--- config.mk ---
export PLATFORM = sky130hd
export DESIGN_NAME = riscv_dmem_responder_flat
export DESIGN_NICKNAME = d
export VERILOG_FILES = /design/src/rtl/riscv_dmem_responder_pkg.sv /design/src/rtl/riscv_dmem_responder_if.sv /design/src/rtl/riscv_dmem_latency_counter.sv /design/src/rtl/riscv_dmem_responder.sv /design/src/flat_wrapper.sv
export SDC_FILE = /design/constraint.sdc
export NUM_CORES = 1
export LEC_CHECK = 0
export BUFFER_PORTS_ARGS = -buffer_cell sky130_fd_sc_hd__buf_2
export CORE_AREA = 2 2 85 87
export DETAILED_ROUTE_END_ITERATION = 10
export DIE_AREA = 0 0 87 89
export PLACE_DENSITY = 0.84
export SYNTH_ARGS = -nofsm -noshare
export SYNTH_HDL_FRONTEND = slang
export SYNTH_SLANG_ARGS = --single-unit
--- constraint.sdc ---
create_clock -name clk -period 5 [get_ports clk]
set_input_delay 1 -clock clk [delete_from_list [all_inputs] [get_ports clk]]
set_output_delay 1 -clock clk [all_outputs]
set_load 0.05 [all_outputs]
--- src/rtl/riscv_dmem_responder_pkg.sv ---
// Shared definitions for the RISC-V data-memory responder.
// Holds the FSM state encoding, the byte-to-word address offset and the
// address-fault helper used in the idle-state request check.
package riscv_dmem_responder_pkg;

  // FSM state encoding (3 bits)
  localparam logic [2:0] StIdle     = 3'd0;
  localparam logic [2:0] StWrite    = 3'd1;
  localparam logic [2:0] StReadWait = 3'd2;
  localparam logic [2:0] StDone     = 3'd3;
  localparam logic [2:0] StFault    = 3'd4;

  // Byte address bits below the word address
  localparam int unsigned WordOffset = 2;

  // An access is rejected when it is not word aligned or when any bit above
  // the RAM's word-address range is set.
  function automatic logic addr_fault(input logic [31:0] addr, input int unsigned addr_width);
    logic [31:0] upper;
    upper = addr >> (addr_width + WordOffset);
    return (addr[WordOffset-1:0] != '0) || (upper != '0);
  endfunction

endpackage

--- src/rtl/riscv_dmem_responder_if.sv ---
// CPU-side data-memory port of the RISC-V core.
// master: the CPU (drives address/enables/write data, receives read data,
//         pipeline stall and fault pulse).
// slave:  the memory responder.
interface riscv_dmem_responder_if;

  logic [31:0] memoryAddress;
  logic        memoryReadEnable;
  logic        memoryWriteEnable;
  logic [31:0] memoryWriteData;
  logic [31:0] memoryReadData;
  logic        stall;
  logic        addressFault;

  modport master (
    output memoryAddress,
    output memoryReadEnable,
    output memoryWriteEnable,
    output memoryWriteData,
    input  memoryReadData,
    input  stall,
    input  addressFault
  );

  modport slave (
    input  memoryAddress,
    input  memoryReadEnable,
    input  memoryWriteEnable,
    input  memoryWriteData,
    output memoryReadData,
    output stall,
    output addressFault
  );

endinterface

--- src/rtl/riscv_dmem_latency_counter.sv ---
// Down-counter that times the backing-RAM read latency.
// Ports:
//   clk_i   clock
//   rst_ni  asynchronous active-low reset (counter clears to 0)
//   load_i  load LATENCY-1
//   dec_i   decrement (saturates at 0)
//   zero_o  counter equals 0
module riscv_dmem_latency_counter #(
  parameter int unsigned LATENCY = 2
) (
  input  logic clk_i,
  input  logic rst_ni,
  input  logic load_i,
  input  logic dec_i,
  output logic zero_o
);

  localparam int unsigned CntW = $clog2(LATENCY) + 1;

  logic [CntW-1:0] cnt_q, cnt_d;

  always_comb begin
    cnt_d = cnt_q;
    if (load_i) begin
      cnt_d = CntW'(LATENCY - 1);
    end else if (dec_i && (cnt_q != '0)) begin
      cnt_d = cnt_q - 1'b1;
    end
  end

  always_ff @(posedge clk_i or negedge rst_ni) begin
    if (!rst_ni) begin
      cnt_q <= '0;
    end else begin
      cnt_q <= cnt_d;
    end
  end

  assign zero_o = (cnt_q == '0);

endmodule

--- src/rtl/riscv_dmem_responder.sv ---
// Data-memory responder: services the CPU's word-wide data port from a
// multi-cycle backing RAM and holds the pipeline (stall) while a load or the
// request cycle of any access is outstanding.
// Ports:
//   clk       system clock
//   rst       asynchronous active-low reset
//   cpu       CPU data-memory port (slave modport)
//   ramAddr   backing-RAM word address
//   ramWe     backing-RAM write strobe, one cycle per store
//   ramWdata  backing-RAM write data
//   ramRdata  backing-RAM read data, LATENCY edges after ramAddr
module riscv_dmem_responder
  import riscv_dmem_responder_pkg::*;
#(
  parameter int unsigned ADDR_WIDTH = 10,
  parameter int unsigned LATENCY    = 2
) (
  input  logic                  clk,
  input  logic                  rst,
  riscv_dmem_responder_if.slave cpu,
  output logic [ADDR_WIDTH-1:0] ramAddr,
  output logic                  ramWe,
  output logic [31:0]           ramWdata,
  input  logic [31:0]           ramRdata
);

  logic [2:0]            state_q, state_d;
  logic [ADDR_WIDTH-1:0] addr_q, addr_d;
  logic [31:0]           wdata_q, wdata_d;
  logic                  write_q, write_d;
  logic [31:0]           read_q, read_d;

  logic        cnt_load, cnt_dec, cnt_zero;
  logic        req;
  logic        stall_raw;
  logic        fault_pulse;
  logic [31:0] rdata;
  logic [ADDR_WIDTH-1:0] cpu_word_addr;

  assign req           = cpu.memoryReadEnable | cpu.memoryWriteEnable;
  assign cpu_word_addr = cpu.memoryAddress[ADDR_WIDTH+WordOffset-1:WordOffset];

  always_comb begin
    state_d     = state_q;
    addr_d      = addr_q;
    wdata_d     = wdata_q;
    write_d     = write_q;
    read_d      = read_q;
    cnt_load    = 1'b0;
    cnt_dec     = 1'b0;
    stall_raw   = 1'b0;
    ramWe       = 1'b0;
    fault_pulse = 1'b0;
    rdata       = read_q;
    ramAddr     = addr_q;

    unique case (state_q)
      StIdle: begin
        // Present the address straight away so the RAM read starts this cycle
        ramAddr = cpu_word_addr;
        if (req) begin
          stall_raw = 1'b1;
          addr_d    = cpu_word_addr;
          wdata_d   = cpu.memoryWriteData;
          // Write wins when both enables are high
          write_d   = cpu.memoryWriteEnable;
          if (addr_fault(cpu.memoryAddress, ADDR_WIDTH)) begin
            state_d = StFault;
          end else if (cpu.memoryWriteEnable) begin
            state_d = StWrite;
          end else begin
            state_d  = StReadWait;
            cnt_load = 1'b1;
          end
        end
      end
      StWrite: begin
        ramWe   = 1'b1;
        state_d = StIdle;
      end
      StReadWait: begin
        stall_raw = 1'b1;
        if (cnt_zero) begin
          state_d = StDone;
        end else begin
          cnt_dec = 1'b1;
        end
      end
      StDone: begin
        rdata   = ramRdata;
        read_d  = ramRdata;
        state_d = StIdle;
      end
      StFault: begin
        fault_pulse = 1'b1;
        // A rejected store leaves the last load value visible
        if (!write_q) begin
          rdata  = '0;
          read_d = '0;
        end
        state_d = StIdle;
      end
      default: begin
        state_d = StIdle;
      end
    endcase
  end

  always_ff @(posedge clk or negedge rst) begin
    if (!rst) begin
      state_q <= StIdle;
      addr_q  <= '0;
      wdata_q <= '0;
      write_q <= 1'b0;
      read_q  <= '0;
    end else begin
      state_q <= state_d;
      addr_q  <= addr_d;
      wdata_q <= wdata_d;
      write_q <= write_d;
      read_q  <= read_d;
    end
  end

  riscv_dmem_latency_counter #(
    .LATENCY (LATENCY)
  ) u_latency_counter (
    .clk_i  (clk),
    .rst_ni (rst),
    .load_i (cnt_load),
    .dec_i  (cnt_dec),
    .zero_o (cnt_zero)
  );

  // The idle-request stall is combinational on the inputs, so gate it with
  // reset directly to release the CPU the moment reset is applied.
  assign cpu.stall          = stall_raw & rst;
  assign cpu.addressFault   = fault_pulse;
  assign cpu.memoryReadData = rdata;
  assign ramWdata           = wdata_q;

endmodule

--- src/flat_wrapper.sv ---
// flat-port wrapper written by rule: the top's interface ports become plain ports
module riscv_dmem_responder_flat import riscv_dmem_responder_pkg::*;
#(
  parameter int unsigned ADDR_WIDTH = 10,
  parameter int unsigned LATENCY    = 2
)
  (clk, rst, ramAddr, ramWe, ramWdata, ramRdata, cpu_memoryAddress, cpu_memoryReadEnable, cpu_memoryWriteEnable, cpu_memoryWriteData, cpu_memoryReadData, cpu_stall, cpu_addressFault);
  riscv_dmem_responder_if cpu_i ();
  input  logic clk;
  input  logic rst;
  output logic [ADDR_WIDTH-1:0] ramAddr;
  output logic ramWe;
  output logic [31:0] ramWdata;
  input  logic [31:0] ramRdata;
  input wire logic [$bits(cpu_i.memoryAddress)-1:0] cpu_memoryAddress;
  input wire logic [$bits(cpu_i.memoryReadEnable)-1:0] cpu_memoryReadEnable;
  input wire logic [$bits(cpu_i.memoryWriteEnable)-1:0] cpu_memoryWriteEnable;
  input wire logic [$bits(cpu_i.memoryWriteData)-1:0] cpu_memoryWriteData;
  output wire logic [$bits(cpu_i.memoryReadData)-1:0] cpu_memoryReadData;
  output wire logic [$bits(cpu_i.stall)-1:0] cpu_stall;
  output wire logic [$bits(cpu_i.addressFault)-1:0] cpu_addressFault;
  assign cpu_i.memoryAddress = cpu_memoryAddress;
  assign cpu_i.memoryReadEnable = cpu_memoryReadEnable;
  assign cpu_i.memoryWriteEnable = cpu_memoryWriteEnable;
  assign cpu_i.memoryWriteData = cpu_memoryWriteData;
  assign cpu_memoryReadData = cpu_i.memoryReadData;
  assign cpu_stall = cpu_i.stall;
  assign cpu_addressFault = cpu_i.addressFault;
  riscv_dmem_responder #(.ADDR_WIDTH(ADDR_WIDTH), .LATENCY(LATENCY)) u_core (.clk(clk), .rst(rst), .cpu(cpu_i), .ramAddr(ramAddr), .ramWe(ramWe), .ramWdata(ramWdata), .ramRdata(ramRdata));
endmodule
==> flow_summary.toml <==
[outcome]
status = "completed"

[power]
power.share.clock_pct = 28.1
p_leak_nw = 2.27
power_per_cell_area_mw_per_mm2 = 387
switchingPower_uw = 572
power_frac_seq_pct = 44.3
pwr-share-comb_pct = 27.5
ir_worst_vdd_v = 0.000248
switching_share_pct = 34.2
p_int_mw = 1.10

[timing]
tns_ns = 0
setup_violations = 0
setup_ws_ns = 1.17
min_period_ns = 3.83
rsz0062_at_grt = "no"
skew_ns = 0.00697
finalHoldViolCount = 0
max_freq_mhz = 261
maxSlewViolCount = 0
slew_headroom_pct = 18.5
post-route-period-util_pct = 76.6
tightestPinTransition_ns = 1.22

[critical_path]
worstPathArrival_ns = 2.83
cp_max_fo = 33
critPathLaunch = "u_core.state_q[1]$_DFFE_PN0P_"
crit_required_ns = 4.00
cp-end-kind = "output port"
start_kind = "register"
path_class = "reg2out"
reg2reg_from = "u_core.state_q[2]$_DFFE_PN0P_"

[detailed_routing]
num_vias = 2448
viasPerCell = 5.18
wl_mm = 7.13
ant_nets = 0
drc = 0
wl_per_cell_um = 15.1
dr.pass1.iters = 4
drt_first_iter_violations = 84

[clocking]
cts_hold_buffers = 0
clock-sinks = 80
numCtsBuffers = 9
cts_root_buf = "clkbuf_8"
post_cts_buffers = 0
cts_tree = "built"
cts.path.max_buffers = 2
cts_max_level = 3
insertion_delay_ns = 0.33
cts-resized-gates = 0
clk_pin_slew_ns = 0.08

[grt]
grt_max_degree = 45
antenna_found_initial = 0
grt.overflow.total = 0
grt_pass1_wl_mm = 10.8
grt_util_all_layers_pct = 18.1
grt_pass1_vias = 2331

[place]
post-place-ws_ns = 1.50
gp_congestion = 0.790
dpl.hpwl_mm = 5.33
port_buffers = 176

[logic_synthesis]
syn_nets = 315
synthCells = 214
synth-main-ff-cell = "dfrtp_1"
synth.avg_cell_area_um2 = 15.1
netlist_area_mm2 = 0.00323
synth-seq-cells = 80
synth-edff-count = 0
ys_async_sr_fraction_pct = 100
ys_types = 31
ys_warn_count = 0
yosysSeqAreaShare_pct = 62.0

[die]
rows = 30
die_h_um = 89
start_util_pct = 48.0
fp.coreArea_mm2 = 0.00672
pin_count = 177
dieArea_mm2 = 0.00774
die_w_um = 87

[worst_hold_path]
hp-class = "reg2reg"
min_from = "u_core.ramWdata[7]$_DFFE_PN0P_"

[finish]
layout_commonest_cell = "buf_2"
drive_gt1_share_pct = 52.9
nNetsFinal = 489
mostFrequentLayoutCells = "buf_2, dfrtp_1, mux2_1"
area_delta_synth_final_pct = 33.9
num_antenna_cells = 0

[flow_run]
maxCapViolCount = 0
==> Yosys cell counts, types with 2 or more instances <==
cell / n / area (µm²)
a22o_1: 33 / 289
buf_2: 5 / 25.0
buf_4: 2 / 15.0
buf_6: 4 / 45.0
clkbuf_1: 3 / 11.3
dfrtp_1: 80 / 2000
inv_1: 3 / 11.3
mux2_1: 39 / 439
mux2_2: 13 / 146
nand2_1: 5 / 18.8
nor2_1: 2 / 7.51
nor4_1: 5 / 31.3
o21a_1: 2 / 15.0
==> layout make-up <==
class	instances	area, µm²
Fill cell	546	2400
Sequential cell	80	2000
Multi-Input combinational cell	117	1120
Timing Repair Buffer	177	891
Clock buffer	13	159
Tap cell	80	100
Clock inverter	3	40.0
Inverter	3	11.3
==> worst paths after layout <==
kind	end	slack, ns	depth (start not counted)
setup / recovery	cpu_memoryReadData[24]	1.17	4
hold / removal	u_core.ramWdata[7]$_DFFE_PN0P_	0.48	1
setup reg to reg	u_core.ramWdata[5]$_DFFE_PN0P_	2.47	3
hold reg to reg	u_core.ramWdata[7]$_DFFE_PN0P_	0.48	1
max in group asynchronous	u_core.read_q[8]$_DFF_PN0_	3.46	2
min in group asynchronous	u_core.read_q[10]$_DFF_PN0_	0.62	1
==> flip-flops by register name, indices dropped and copies added, names as in the netlist <==
name                            flops
u_core.read_q                      32
u_core.state_q                      3
u_core.ramWdata                    32
u_core.u_latency_counter.cnt_q      2
u_core.write_q                      1
u_core.addr_q                      10
==> worst max-delay path, cell delays in order, from the launching register on <==
cell and delay [ns]:
dfrtp_1 0.49, and3b_1 0.63, a21oi_4 0.81, a22o_1 0.28, buf_2 0.28
==> metrics by stage <==
step	std cells	util, %	instance area (µm²)	power (mW)	hold slack [ns]
floorplan	214	-	3230	1.09	0.454
CTS	473	64.3	4320	1.70	0.488
detailed placement	457	61.4	4120	1.22	0.471
finish	473	64.3	4320	1.67	0.481
global route	473	64.3	4320	1.75	0.507
global placement	457	61.4	4120	1.21	0.463
==> power by group through the flow <==
stage / Sequential [mW] / Clock (mW) / Combinational [mW]
2_1_floorplan: 0.921 / 0 / 0.170
3_3_place_gp: 0.749 / 0 / 0.461
3_5_place_dp: 0.755 / 0 / 0.467
4_1_cts: 0.742 / 0.486 / 0.467
5_1_grt: 0.750 / 0.511 / 0.487
6_report: 0.742 / 0.471 / 0.461
==> layer usage <==
metal | vias up | GRT usage [%] | part of all wire (%)
met2 | 110 | 31.1 | 51
li1 | 1145 | - | -
met4 | 0 | 7.10 | 1.6
met5 | - | 0 | 0
met1 | 1183 | 22.1 | 40
met3 | 10 | 4.52 | 7.1
==> cells by family (layout without fill, tap and decap cells) <==
group	Yosys count	count (layout)	share of synthesized area [%]
DFF	80	80	62.0
muxes	53	53	18.5
AOI/OAI and AO/OA	41	41	11.3
and+or+nand+nor	21	21	4.23
buffers and inverters	17	196	3.33
adders and majority gates	1	1	0.388
xor gates and xnor gates	1	1	0.271
(Power assumes the default switching activity.)
